File: src/rtl/piano_tone_scheduler.sv
`timescale 1ns/1ps
// piano_tone_scheduler
// Monophonic voice scheduler: conditions the 13 raw key inputs (C5..C6),
// picks one note with last-note priority, and drives a single square-wave
// generator whose half-period divisor only changes on tone_out edges.
//
// Handshake: there is no valid/ready pair here. note_valid is a level that
// qualifies note_idx; it is consumed by the generator without back-pressure,
// and note_idx keeps its last value while note_valid is low.
module piano_tone_scheduler #(
  parameter int CLK_HZ          = 50000000,
  parameter int DEBOUNCE_CYCLES = 500000
) (
  input  logic        clk,
  input  logic        reset,
  input  logic [12:0] keys,
  input  logic [1:0]  octave,
  output logic        tone_out,
  output logic        playing,
  output logic [3:0]  note_idx,
  output logic        note_valid
);

  // ---------------------------------------------------------------------
  // Divisor table: half-period in clk cycles, CLK_HZ/(2*f) truncated.
  // ---------------------------------------------------------------------
  localparam logic [25:0] DIV_C5  = 26'(CLK_HZ / (2 * 523));
  localparam logic [25:0] DIV_CS5 = 26'(CLK_HZ / (2 * 554));
  localparam logic [25:0] DIV_D5  = 26'(CLK_HZ / (2 * 587));
  localparam logic [25:0] DIV_DS5 = 26'(CLK_HZ / (2 * 622));
  localparam logic [25:0] DIV_E5  = 26'(CLK_HZ / (2 * 659));
  localparam logic [25:0] DIV_F5  = 26'(CLK_HZ / (2 * 698));
  localparam logic [25:0] DIV_FS5 = 26'(CLK_HZ / (2 * 740));
  localparam logic [25:0] DIV_G5  = 26'(CLK_HZ / (2 * 784));
  localparam logic [25:0] DIV_GS5 = 26'(CLK_HZ / (2 * 831));
  localparam logic [25:0] DIV_A5  = 26'(CLK_HZ / (2 * 880));
  localparam logic [25:0] DIV_AS5 = 26'(CLK_HZ / (2 * 932));
  localparam logic [25:0] DIV_B5  = 26'(CLK_HZ / (2 * 988));
  localparam logic [25:0] DIV_C6  = 26'(CLK_HZ / (2 * 1047));

  // Tick counter width; a one-cycle debounce period still needs one bit.
  localparam int TW = (DEBOUNCE_CYCLES > 1) ? $clog2(DEBOUNCE_CYCLES) : 1;
  localparam logic [TW-1:0] TICK_LAST = TW'(DEBOUNCE_CYCLES - 1);

  typedef enum logic [1:0] {
    GEN_IDLE  = 2'd0,
    GEN_PLAY  = 2'd1,
    GEN_DRAIN = 2'd2
  } gen_state_t;

  // Highest set bit of a 13-bit key vector (0 when empty).
  function automatic logic [3:0] top_bit(input logic [12:0] v);
    logic [3:0] r;
    r = 4'd0;
    for (int i = 0; i < 13; i++) begin
      if (v[i]) r = 4'(i);
    end
    return r;
  endfunction

  // ---------------------------------------------------------------------
  // Input conditioning
  // ---------------------------------------------------------------------
  logic [12:0]   key_s1, key_s2;
  logic [12:0]   samp;
  logic [12:0]   db;
  logic [12:0]   db_next;
  logic [TW-1:0] tick_cnt;
  logic          tick;

  assign tick = (tick_cnt == TICK_LAST);

  // Two-flop synchronizer for the asynchronous key levels.
  always_ff @(posedge clk) begin
    if (!reset) begin
      key_s1 <= '0;
      key_s2 <= '0;
    end else begin
      key_s1 <= keys;
      key_s2 <= key_s1;
    end
  end

  // Free-running sample-period counter; tick is its terminal count.
  always_ff @(posedge clk) begin
    if (!reset) begin
      tick_cnt <= '0;
    end else if (tick) begin
      tick_cnt <= '0;
    end else begin
      tick_cnt <= tick_cnt + TW'(1);
    end
  end

  // A bit follows the new sample only when it matches the previous sample;
  // disagreeing bits keep their debounced value.
  always_comb begin
    db_next = db;
    if (tick) begin
      db_next = (samp & key_s2) | (db & (samp ^ key_s2));
    end
  end

  // Sample register and debounced key state, both advanced on tick.
  always_ff @(posedge clk) begin
    if (!reset) begin
      samp <= '0;
      db   <= '0;
    end else if (tick) begin
      samp <= key_s2;
      db   <= db_next;
    end
  end

  // ---------------------------------------------------------------------
  // Last-note-priority arbitration (evaluated on tick only)
  // ---------------------------------------------------------------------
  logic [12:0] rise;
  logic [15:0] db_ext;
  logic [3:0]  sel_next;
  logic        valid_next;

  assign rise   = db_next & ~db;
  assign db_ext = {3'b000, db_next};

  // A fresh press always wins; otherwise keep the held note, else fall back
  // to the highest key still down.
  always_comb begin
    sel_next   = note_idx;
    valid_next = note_valid;
    if (tick) begin
      if (rise != 13'd0) begin
        sel_next   = top_bit(rise);
        valid_next = 1'b1;
      end else if (note_valid && db_ext[note_idx]) begin
        valid_next = 1'b1;
      end else if (db_next != 13'd0) begin
        sel_next   = top_bit(db_next);
        valid_next = 1'b1;
      end else begin
        valid_next = 1'b0;
      end
    end
  end

  // Registered selection outputs.
  always_ff @(posedge clk) begin
    if (!reset) begin
      note_idx   <= 4'd0;
      note_valid <= 1'b0;
    end else begin
      note_idx   <= sel_next;
      note_valid <= valid_next;
    end
  end

  // ---------------------------------------------------------------------
  // Divisor lookup for the current note and octave
  // ---------------------------------------------------------------------
  logic [25:0] base_sel;
  logic [25:0] div_sel;

  // Table lookup followed by the octave shift (3 behaves like 0).
  always_comb begin
    base_sel = DIV_C5;
    case (note_idx)
      4'd0:    base_sel = DIV_C5;
      4'd1:    base_sel = DIV_CS5;
      4'd2:    base_sel = DIV_D5;
      4'd3:    base_sel = DIV_DS5;
      4'd4:    base_sel = DIV_E5;
      4'd5:    base_sel = DIV_F5;
      4'd6:    base_sel = DIV_FS5;
      4'd7:    base_sel = DIV_G5;
      4'd8:    base_sel = DIV_GS5;
      4'd9:    base_sel = DIV_A5;
      4'd10:   base_sel = DIV_AS5;
      4'd11:   base_sel = DIV_B5;
      4'd12:   base_sel = DIV_C6;
      default: base_sel = DIV_C5;
    endcase
    div_sel = base_sel;
    case (octave)
      2'd1:    div_sel = base_sel >> 1;
      2'd2:    div_sel = base_sel << 1;
      default: div_sel = base_sel;
    endcase
  end

  // ---------------------------------------------------------------------
  // Tone generator FSM
  // ---------------------------------------------------------------------
  gen_state_t  state, state_next;
  logic [25:0] cnt, cnt_next;
  logic [25:0] div_a, div_a_next;
  logic        tone_next;
  logic        half_end;

  assign half_end = (cnt == div_a - 26'd1);
  assign playing  = (state != GEN_IDLE);

  // Generator state, half-period counter, active divisor and pin.
  always_ff @(posedge clk) begin
    if (!reset) begin
      state    <= GEN_IDLE;
      cnt      <= 26'd0;
      div_a    <= 26'd0;
      tone_out <= 1'b0;
    end else begin
      state    <= state_next;
      cnt      <= cnt_next;
      div_a    <= div_a_next;
      tone_out <= tone_next;
    end
  end

  // Next-state logic: the divisor is reloaded only at a half-period end,
  // and a high phase is never cut short when the note is released.
  always_comb begin
    state_next = state;
    cnt_next   = cnt;
    div_a_next = div_a;
    tone_next  = tone_out;
    case (state)
      GEN_IDLE: begin
        tone_next = 1'b0;
        cnt_next  = 26'd0;
        if (note_valid) begin
          div_a_next = div_sel;
          tone_next  = 1'b1;
          state_next = GEN_PLAY;
        end
      end
      GEN_PLAY: begin
        if (half_end) begin
          tone_next  = ~tone_out;
          cnt_next   = 26'd0;
          div_a_next = div_sel;
          if (!note_valid && tone_out) state_next = GEN_IDLE;
        end else begin
          cnt_next = cnt + 26'd1;
          if (!note_valid && tone_out) state_next = GEN_DRAIN;
        end
      end
      GEN_DRAIN: begin
        if (half_end) begin
          tone_next  = 1'b0;
          cnt_next   = 26'd0;
          state_next = GEN_IDLE;
        end else begin
          cnt_next = cnt + 26'd1;
          if (note_valid) state_next = GEN_PLAY;
        end
      end
      default: begin
        state_next = GEN_IDLE;
        tone_next  = 1'b0;
        cnt_next   = 26'd0;
      end
    endcase
  end

endmodule

File: config.mk
export PLATFORM = sky130hd
export DESIGN_NAME = piano_tone_scheduler
export DESIGN_NICKNAME = d
export VERILOG_FILES = /design/src/rtl/piano_tone_scheduler.sv
export SDC_FILE = /design/constraint.sdc
export NUM_CORES = 1
export LEC_CHECK = 0
export ABC_CLOCK_PERIOD_IN_PS = 5000
export BUFFER_PORTS_ARGS = -buffer_cell sky130_fd_sc_hd__buf_2
export CAP_MARGIN = 20
export CORE_ASPECT_RATIO = 1.75
export CORE_MARGIN = 2
export CORE_UTILIZATION = 50
export DETAILED_ROUTE_END_ITERATION = 8
export GPL_ROUTABILITY_DRIVEN = 0
export PLACE_DENSITY = 0.73
export SYNTH_ARGS = -nofsm -noshare
export SYNTH_HDL_FRONTEND = slang
export SYNTH_SLANG_ARGS = --single-unit
File: constraint.sdc
create_clock -name clk -period 5 [get_ports clk]
set_clock_uncertainty 0.1 [all_clocks]
set_input_delay 1 -clock clk [delete_from_list [all_inputs] [get_ports clk]]
set_output_delay 1 -clock clk [all_outputs]
set_load 0.1 [all_outputs]
==> summary.txt, run 1 <==
Critical path
  • Crit-path max cell delay: 550 ps
  • Crit path kind: reg2reg
  • Worst path required time: 5200 ps
  • Setup crit start: tick_cnt[0]
  • WP depth: 16
  • Slowest cell on crit path: or4_4
  • Crit-path cells: ha_1 -> and4_1 -> nand4_4 -> nor2_4 -> a211oi_1 -> or4_4 -> a21o_4 -> o21a_2 -> and3_1 -> nor3_2 -> inv_1 -> ha_1 -> inv_1 -> a21oi_1 -> o21bai_1 -> o221a_2
  • Worst setup EP type: register
  • CP Max Fanout: 16
  • CP endpoint: base_sel[10]
  • Worst R2R Setup Slack: 500 ps
  • Worst r2r path cells: 16
  • Worst EP arrival: 4700 ps
  • CP bufs+invs: 2
  • FF-to-FF Start: tick_cnt[0]
  • Top cell family by delay on the critical path: simple AND/OR/NAND/NOR gates
  • Worst Setup Start Kind: register
  • RR Endpoint: base_sel[10]

Clocking
  • Num CTS Buffers: 17
  • CTS HTree Levels: 4
  • CTS tree: built
  • Clock root cell: clkbuf_16
  • Post-CTS setup buffer count: 0
  • CTS Buffer Depth: 2
  • # clock sinks: 138
  • Clk_lat worst skew: 420 ps
  • Reg clk slew, reported paths: 70 ps

Power
  • Power per cell area: 313 mW/mm²
  • Leakage: 3.27 nW
  • VDD IR-drop max: 266 µV

STA
  • RSZ-0062 raised after global routing: no
  • Final Hold Vio Count: 0
  • Final min period: 4500 ps
  • Achievable clock frequency: 0.222 GHz
  • Finish-stage setup viols: 0
  • Post-Route Setup TNS: 0 ps
  • Tcrit/Tclk final: 0.899
  • Worst slew margin: 0.345
  • Fin. max-slew vios: 0
  • Measured slew at the worst slew-check pin: 980 ps

Run status
  • Status: completed

Floorplanning
  • I/O pin cnt: 24
  • Initial Util: 0.507
  • Placeable Area: 0.0147 mm²
  • Die extent in x: 96.2 µm
  • Std-Cell Rows: 59
  • Die area: 0.0159 mm²
  • Die H: 165 µm

Synth
  • Yosys cell types: 92
  • Top_reg_cell synth: dfxtp_1
  • Asr flop ratio synth: 0
  • Register bit count reported by yosys: 138
  • Post-synth EDFFs: 0
  • Avg Cell Area, Syn: 8.48 µm²
  • Cells after synthesis: 878
  • Synth Warn #: 0
  • Syn Std Cell Area: 0.00745 mm²
  • Post-Syn Nets: 924
  • Share of the yosys chip area belonging to registers: 0.371

Global route
  • M1 GR Usage: 0.231
  • Initial antenna violation count: 0
  • First-pass GRT wire length: 28.5 mm
  • Largest net degree at the start of global routing: 75
  • Vias in the first global route: 6187
  • Overall routing resource usage: 0.227
  • GRT busiest layer: met2
  • M3 GR Usage: 0.0386
  • Total grt overflow: 0
  • Met2 Usage GRT: 0.415

Drt
  • WL per Instance: 15.7 µm
  • WL final: 17.0 mm
  • Residual DRC: 0
  • Iter 0 DRT Violations: 365
  • Routed Antenna Nets: 0
  • Vias: 6278
  • Vias per cell: 5.80
  • DR pass1 iterations: 5

Placed design
  • Port bufs: 23
  • Cell count after placement: 1051
  • HPWL Detailed: 12.2 mm

Cells and area
  • Finished Layout Cells: 1083
  • Area grow syn2layout: 11.3%
  • Ant diodes: 0
  • Nets: 933
  • Layout cells sized above 1: 0.121
  • Fin util: 0.564

Worst hold path
  • Worst Hold Class: reg2reg

Job
  • Max cap viols: 0
==> power breakdown <==
part / switching, W / leakage (nW) / internal (W)
Combinational: 0.0000666 / 1.85 / 0.0000401
Sequential: 0.0000133 / 1.12 / 0.00112
Clock: 0.000500 / 0.301 / 0.000854
Total: 0.000580 / 3.27 / 0.00201
==> registers in the layout, indices dropped and copies added, names as in the netlist, 13 cells and up <==
| register | cells |
|---|---|
| db | 13 |
| key_s2 | 13 |
| samp | 13 |
| tick_cnt | 19 |
| base_sel | 16 |
| cnt | 26 |
| key_s1 | 13 |
| div_a | 17 |
==> cell type report <==
type	instances	area (µm²)
flip-flops and latches	138	2760
inverters	19	75.1
repair buffers	28	165
clock inverters	13	191
clock buffers	19	443
multi-input cells	683	4420
well taps	183	229
fillers	1329	6400
==> cells by family after synthesis <==
family,count (synthesis),synth area share
AND/OR/NAND/NOR,383,0.268
AO/OA/AOI/OAI,196,0.185
flip-flops,138,0.371
XOR/XNOR,63,0.0741
buffers and inverters,57,0.0360
adder cells (fa/ha/maj),29,0.0487
multiplexers,12,0.0171
==> timing repair <==
item,4_1_cts,5_1_grt
endpoints found under the setup margin,0,1
endpoints found under the hold margin,0,0
hold buffers,0,0
resized for setup,0,1
==> cell usage in the layout (no fill, tap or decap), drive strengths merged, types with 6 or more instances in the layout <==
cell type | synthesis | layout
xor2 | 39 | 39
nand3 | 48 | 48
buf | 12 | 28
nor2 | 92 | 92
nand2 | 97 | 97
o21ai | 53 | 53
a22oi | 17 | 17
nor4 | 6 | 6
nor2b | 9 | 9
a21o | 6 | 6
a21oi | 44 | 44
and2 | 37 | 37
dfxtp | 138 | 138
ha | 29 | 29
o31a | 14 | 14
nand4 | 14 | 14
a31oi | 6 | 6
and4 | 6 | 6
nand2b | 10 | 10
and3 | 16 | 16
xnor2 | 24 | 24
inv | 17 | 20
clkbuf | 25 | 19
mux2i | 9 | 9
a211oi | 10 | 10
nor3 | 19 | 19
o31ai | 6 | 6
==> per-layer routing <==
layer,up-vias,routed length [µm]
li1,3136,-
met1,2901,6540
met2,171,9090
met3,70,453
met4,0,871
met5,-,0
==> worst min path at each step <==
stage | cells after the start | from | slack, ps | end
3_3_place_gp | 1 | key_s1[0] | 310 | key_s2[0]
6_report | 1 | key_s1[5] | 330 | key_s2[5]
4_1_cts | 1 | key_s1[5] | 330 | key_s2[5]
2_1_floorplan | 1 | key_s1[0] | 310 | key_s2[0]
3_5_place_dp | 1 | key_s1[9] | 320 | key_s2[9]
5_1_grt | 1 | key_s1[5] | 340 | key_s2[5]
==> per-stage QoR <==
step	power (W)	cell area [µm²]	setup WS, ps	hold slack [ps]
finish	0.00259	8290	503	329
global route	0.00268	8290	220	338
CTS	0.00261	8280	345	333
detailed placement	0.00126	7650	369	319
global placement	0.00126	7650	554	313
floorplan	0.00123	7450	831	312
==> Yosys cell counts, types with 4 or more instances <==
cell        n  area share
xor2_1     39       0.046
o21ai_0    47       0.032
nand3_1    47       0.032
inv_1      16      0.0081
and2_1     34       0.029
a21oi_1    40       0.027
o31ai_1     6      0.0060
a211oi_1    9      0.0091
a22oi_1    17       0.017
or2_2       4      0.0034
nand2_1    97       0.049
nor4_1      4      0.0034
a31oi_1     6      0.0050
nor2_1     90       0.045
mux2i_1     9       0.012
dfxtp_1   138        0.37
o21ai_1     6      0.0040
and4_1      6      0.0071
ha_1       29       0.049
or3_1       5      0.0042
clkbuf_1   24       0.012
nor3_1     19       0.013
o31a_1     12       0.014
buf_2       4      0.0027
and3_1     14       0.012
nand4_1    13       0.011
buf_4       4      0.0040
nand2b_1   10      0.0084
xnor2_1    24       0.028
nor2b_1     9      0.0076
a21o_1      5      0.0050
No activity file was read; power rests on OpenSTA's default activity.
==> run 2, diff against run 1 <==
==> constraint.sdc (replaced) <==
create_clock -name clk -period 5 [get_ports clk]
set_clock_uncertainty 0.1 [all_clocks]
set_input_delay 1.5 -clock clk [delete_from_list [all_inputs] [get_ports clk]]
set_output_delay 1.5 -clock clk [all_outputs]
set_load 0.1 [all_outputs]
==> run 2 against run 1 <==
Compared with the run above:
- hold slack better by 3.0 ps
- combinational power about the same
- power down 2.2%
- die area unchanged
- global-route usage down 0.32 points
- register-to-register slack worse by 120 ps
- critical path depth unchanged
- utilization down 0.25 points
- clock power down 4%
- critical path type unchanged
- highest routed layer unchanged
==> summary.txt, run 2 (synthesized netlist as in run 1, its figures left out) <==
Clocking
  • Post-CTS setup buffer count: 0 (unchanged)
  • Post-CTS Hold Buffers: 0 (unchanged)
  • # clock sinks: 138 (unchanged)
  • Num CTS Buffers: 17 (unchanged)
  • CTS Buffer Depth: 2 (unchanged)
  • CTS tree: built
  • CTS HTree Levels: 4 (unchanged)
  • Clk_lat worst skew: 420 ps (about the same)
  • Clock root cell: clkbuf_16
  • CTS resizes: 0 (unchanged)
  • Reg clk slew, reported paths: 60 ps (about the same)

Global route
  • Vias in the first global route: 6186 (-0.016%)
  • Overall routing resource usage: 0.223 (-0.00324)
  • Initial antenna violation count: 0 (unchanged)
  • First-pass GRT wire length: 27.9 mm (-2.1%)
  • Largest net degree at the start of global routing: 74 (-1.3%)
  • Total grt overflow: 0 (unchanged)

Floorplanning
  • Die extent in x: 96.2 µm (unchanged)
  • I/O pin cnt: 24 (unchanged)
  • Die H: 165 µm (unchanged)
  • Placeable Area: 0.0147 mm² (unchanged)
  • Std-Cell Rows: 59 (unchanged)
  • Die area: 0.0159 mm² (unchanged)
  • Initial Util: 0.507 (unchanged)

Cells and area
  • Layout cells sized above 1: 0.120 (-0.00111)
  • Most frequent cells in the layout: dfxtp_1, nand2_1, nor2_1
  • # fillers: 1334 (+0.38%)
  • Nets: 933 (unchanged)
  • Post-route cell area: 0.00825 mm² (-0.44%)
  • Ant diodes: 0 (unchanged)
  • Top Registers: cnt: 26 flops, tick_cnt: 19 flops, div_a: 17 flops
  • Most flops, register: cnt
  • Area grow syn2layout: 10.8%
  • Most common cell after layout, fill and taps aside: dfxtp_1
  • Max reg flops: 26 (unchanged)

STA
  • Fin. max-slew vios: 0 (unchanged)
  • Tcrit/Tclk final: 0.923 (+0.0240)
  • Achievable clock frequency: 0.217 GHz (-2.6%)
  • Measured slew at the worst slew-check pin: 1020 ps (+37.3 ps)
  • Worst slew margin: 0.320 (-0.0249)
  • Final min period: 4620 ps (+120 ps)
  • Finish-stage setup viols: 0 (unchanged)
  • RSZ-0062 raised after global routing: no
  • Post-Route Setup TNS: 0 ps (unchanged)
  • Final Hold Vio Count: 0 (unchanged)

Drt
  • Vias per cell: 5.82 (+0.41%)
  • Residual DRC: 0 (unchanged)
  • DR pass1 iterations: 5 (unchanged)
  • Iter 0 DRT Violations: 273 (-25%)
  • Vias: 6304 (+0.41%)
  • WL per Instance: 15.5 µm (-0.89%)
  • Routed Antenna Nets: 0 (unchanged)
  • WL final: 16.8 mm (-0.89%)

Placed design
  • Port bufs: 23 (unchanged)
  • Placement-stage cell area: 0.00764 mm² (-0.16%)
  • HPWL Detailed: 12.4 mm (+1.8%)

Power
  • VDD IR-drop max: 207 µV (-22%)
  • Total Power: 0.00254 W (-2.2%)
  • Leakage: 3.26 nW (-0.28%)
  • Power per cell area: 307 mW/mm² (-1.7%)

Critical path
  • CP Max Fanout: 16 (unchanged)
  • Worst setup EP type: register
  • Worst path required time: 5200 ps (about the same)
  • Worst Setup Start Kind: register
  • Worst EP arrival: 4820 ps (+120 ps)
  • Crit path kind: reg2reg

Run status
  • Status: completed

Job
  • Max cap viols: 0 (unchanged)

Worst hold path
  • Worst Hold Class: reg2reg
[run 2: report_power, final]
part	total, W	switching, W	internal, W
Clock	0.00130	0.000503	0.000796
Combinational	0.000106	0.0000660	0.0000402
Sequential	0.00113	0.0000129	0.00112
[run 2: final timing paths]
| path | start | end | slack, ps | depth (start not counted) |
|---|---|---|---|---|
| setup / recovery | tick_cnt[0] | base_sel[10] | 380 | 16 |
| hold / removal | key_s1[1] | key_s2[1] | 330 | 1 |
| setup reg to reg | tick_cnt[0] | base_sel[10] | 380 | 16 |
| hold reg to reg | key_s1[1] | key_s2[1] | 330 | 1 |
[run 2: final cells by class]
class / instances / area, µm² / area share
Multi-Input combinational cell: 683 / 4420 / 0.535
Sequential cell: 138 / 2760 / 0.335
Clock buffer: 18 / 429 / 0.0520
Tap cell: 183 / 229 / 0.0277
Clock inverter: 14 / 186 / 0.0226
Timing Repair Buffer: 28 / 153 / 0.0185
Inverter: 19 / 75.1 / 0.00910
[run 2: stage by stage]
step,hold WS [ps],util,worst slack [ps],cells
finish,332,0.562,383,1083
global route,341,0.562,125,1083
CTS,333,0.562,430,1083
detailed placement,318,0.520,462,1051
global placement,315,0.520,586,1051
floorplan,312,-,831,878
[run 2: routing by layer]
metal  part of all wire  GRT usage  vias to the layer above
met5                  0          0                        -
met4              0.059      0.143                        0
met3              0.031     0.0481                       71
met2               0.54      0.417                      151
met1               0.37      0.212                     2940
li1                   -          -                     3142
[run 2: critical path: stages, from the launching register on]
cell	delay, ps
dfxtp_1	390
ha_1	230
and4_1	310
nand4_4	270
nor2_4	300
a211oi_1	110
or4_4	550
a21o_4	240
o21a_2	240
and3_1	230
nor3_1	400
inv_1	190
ha_1	280
inv_1	120
a21oi_1	80
o21bai_1	190
o221a_2	270
==> run 3, diff against run 2 <==
- BUFFER_PORTS_ARGS: -buffer_cell sky130_fd_sc_hd__buf_2 -> not set
- DONT_BUFFER_PORTS: not set -> 1
- PLACE_DENSITY: 0.73 -> 0.72
==> run 3 against run 2 <==
Compared with the run above:
- cell count down 1.7%
- clock power increased by 4%
- maximum frequency is 2.1% lower
- setup slack got worse by 99 ps
- utilization shrank 0.39 points
- sequential power hardly changed
- via count decreased by 1.9%
==> summary.txt, run 3 (synthesized netlist as in run 1, its figures left out) <==
Run status
  • Status: completed

Clocking
  • Num CTS Buffers: 17 (unchanged)
  • Clock root cell: clkbuf_16
  • # clock sinks: 138 (unchanged)
  • Post-CTS Hold Buffers: 0 (unchanged)
  • CTS resizes: 0 (unchanged)
  • CTS Buffer Depth: 2 (unchanged)
  • CTS tree: built
  • Reg clk slew, reported paths: 60 ps (about the same)
  • CTS HTree Levels: 4 (unchanged)
  • Post-CTS setup buffer count: 0 (unchanged)
  • Clk_lat worst skew: 420 ps (about the same)

Power
  • Leakage: 3.19 nW (-2.0%)
  • VDD IR-drop max: 204 µV (-1.7%)
  • Power per cell area: 315 mW/mm² (+2.4%)

Cells and area
  • Top Registers: cnt: 26 flops, tick_cnt: 19 flops, div_a: 17 flops
  • Max reg flops: 26 (unchanged)
  • Most common cell after layout, fill and taps aside: dfxtp_1
  • # fillers: 1339 (+0.37%)
  • Area occupied by multi-input gates: 0.00442 mm² (unchanged)
  • Ant diodes: 0 (unchanged)
  • Most frequent cells in the layout: dfxtp_1, nand2_1, nor2_1
  • Nets: 915 (-1.9%)
  • Most flops, register: cnt
  • Layout cells sized above 1: 0.102 (-0.0180)
  • Finished Layout Cells: 1065 (-1.7%)
  • Area grow syn2layout: 10.1%
  • Reg area: 0.00276 mm² (unchanged)

STA
  • Final min period: 4720 ps (+98.8 ps)
  • Final Hold Vio Count: 0 (unchanged)
  • Post-Route Setup TNS: 0 ps (unchanged)
  • Measured slew at the worst slew-check pin: 1070 ps (+47.3 ps)
  • Finish-stage setup viols: 0 (unchanged)
  • Tcrit/Tclk final: 0.943 (+0.0198)
  • RSZ-0062 raised after global routing: no
  • Worst slew margin: 0.289 (-0.0306)
  • Fin. max-slew vios: 0 (unchanged)
  • Worst hold slack: 332 ps (+0.199 ps)
  • Achievable clock frequency: 0.212 GHz (-2.1%)

Critical path
  • FF-to-FF Start: tick_cnt[0]
  • Worst setup EP type: register
  • Crit path kind: reg2reg
  • CP bufs+invs: 2 (unchanged)
  • Crit-path cells: ha_1 -> and4_1 -> nand4_4 -> nor2_4 -> a211oi_1 -> or4_4 -> a21o_4 -> o21a_2 -> and3_1 -> nor3_1 -> inv_1 -> ha_1 -> inv_1 -> a21oi_1 -> o21bai_1 -> o221a_2
  • RR Endpoint: base_sel[10]
  • Worst R2R Setup Slack: 280 ps (-100 ps)
  • Worst Setup Start Kind: register
  • Worst r2r path cells: 16 (unchanged)
  • Crit-path max cell delay: 550 ps (about the same)
  • Top cell family by delay on the critical path: simple AND/OR/NAND/NOR gates
  • CP Max Fanout: 16 (unchanged)
  • Worst EP arrival: 4920 ps (+100 ps)
  • Slowest cell on crit path: or4_4
  • Worst path required time: 5200 ps (about the same)

Floorplanning
  • Die area: 0.0159 mm² (unchanged)
  • Placeable Area: 0.0147 mm² (unchanged)
  • Die extent in x: 96.2 µm (unchanged)
  • I/O pin cnt: 24 (unchanged)
  • Initial Util: 0.507 (unchanged)
  • Std-Cell Rows: 59 (unchanged)
  • Die H: 165 µm (unchanged)

Global route
  • Initial antenna violation count: 0 (unchanged)
  • First-pass GRT wire length: 27.9 mm (about the same)
  • Largest net degree at the start of global routing: 76 (+2.7%)
  • Overall routing resource usage: 0.223 (-0.000550)
  • Total grt overflow: 0 (unchanged)
  • Vias in the first global route: 6170 (-0.26%)

Placed design
  • HPWL Detailed: 12.2 mm (-1.9%)
  • Port bufs: 0 (-100%)
  • Cell count after placement: 1033 (-1.7%)

Worst hold path
  • Worst Hold Class: reg2reg
  • Hold path startpoint: key_s1[0]
  • Hold Crit Depth: 1 (unchanged)
  • Hold Path Sink: key_s2[0]

Job
  • Max cap viols: 0 (unchanged)

Drt
  • Residual DRC: 0 (unchanged)
  • DR pass1 iterations: 5 (unchanged)
  • Vias: 6187 (-1.9%)
  • WL final: 16.8 mm (about the same)
  • Iter 0 DRT Violations: 274 (+0.37%)
  • Routed Antenna Nets: 0 (unchanged)
  • WL per Instance: 15.8 µm (+1.6%)
  • Vias per cell: 5.81 (-0.20%)
==> run 3: worst reg2reg max path, cell delays in order, from the launching register on <==
cell and delay [ps]:
dfxtp_1 390, ha_1 240, and4_1 320, nand4_4 280
nor2_4 320, a211oi_1 120, or4_4 550, a21o_4 240
o21a_2 230, and3_1 220, nor3_1 430, inv_1 210
ha_1 290, inv_1 130, a21oi_1 80, o21bai_1 190
o221a_2 260
==> run 3: layout make-up <==
cell class              count  area share
inverters                  19     0.00916
multi-input cells         683       0.539
well taps                 183      0.0279
clock buffers              19      0.0540
flip-flops and latches    138       0.337
repair buffers             10     0.00916
clock inverters            13      0.0235
==> run 3: layer usage <==
| metal | wire length [µm] | track usage | vias up | part of all wire |
|---|---|---|---|---|
| met4 | 824 | 0.131 | 0 | 0.049 |
| met2 | 9070 | 0.426 | 181 | 0.54 |
| li1 | - | - | 3093 | - |
| met3 | 655 | 0.0463 | 65 | 0.039 |
| met1 | 6240 | 0.209 | 2848 | 0.37 |
| met5 | 0 | 0 | - | 0 |
==> run 3: how the worst max path moves through the flow <==
stage,startpoint,endpoint,cells after the start
floorplan,note_idx[1],base_sel[10],14
global placement,tick_cnt[0],base_sel[10],16
detailed placement,tick_cnt[0],base_sel[10],16
CTS,tick_cnt[0],base_sel[10],16
global route,tick_cnt[0],base_sel[10],16
finish,tick_cnt[0],base_sel[10],16
==> run 3: power by group <==
part | switching [W] | total, W | internal (W)
combinational | 0.0000575 | 0.0000933 | 0.0000359
clock | 0.000499 | 0.00135 | 0.000854
sequential | 0.0000132 | 0.00113 | 0.00112
==> run 3: metrics by stage <==
stage | power, W | worst slack (ps) | cell area (µm²) | utilization
after CTS | 0.00259 | 382 | 8200 | 0.558
after global routing | 0.00265 | 101 | 8200 | 0.558
after global placement | 0.00125 | 574 | 7560 | 0.515
after detailed placement | 0.00125 | 411 | 7560 | 0.515
final | 0.00258 | 284 | 8200 | 0.558
after floorplan | 0.00123 | 831 | 7450 | -
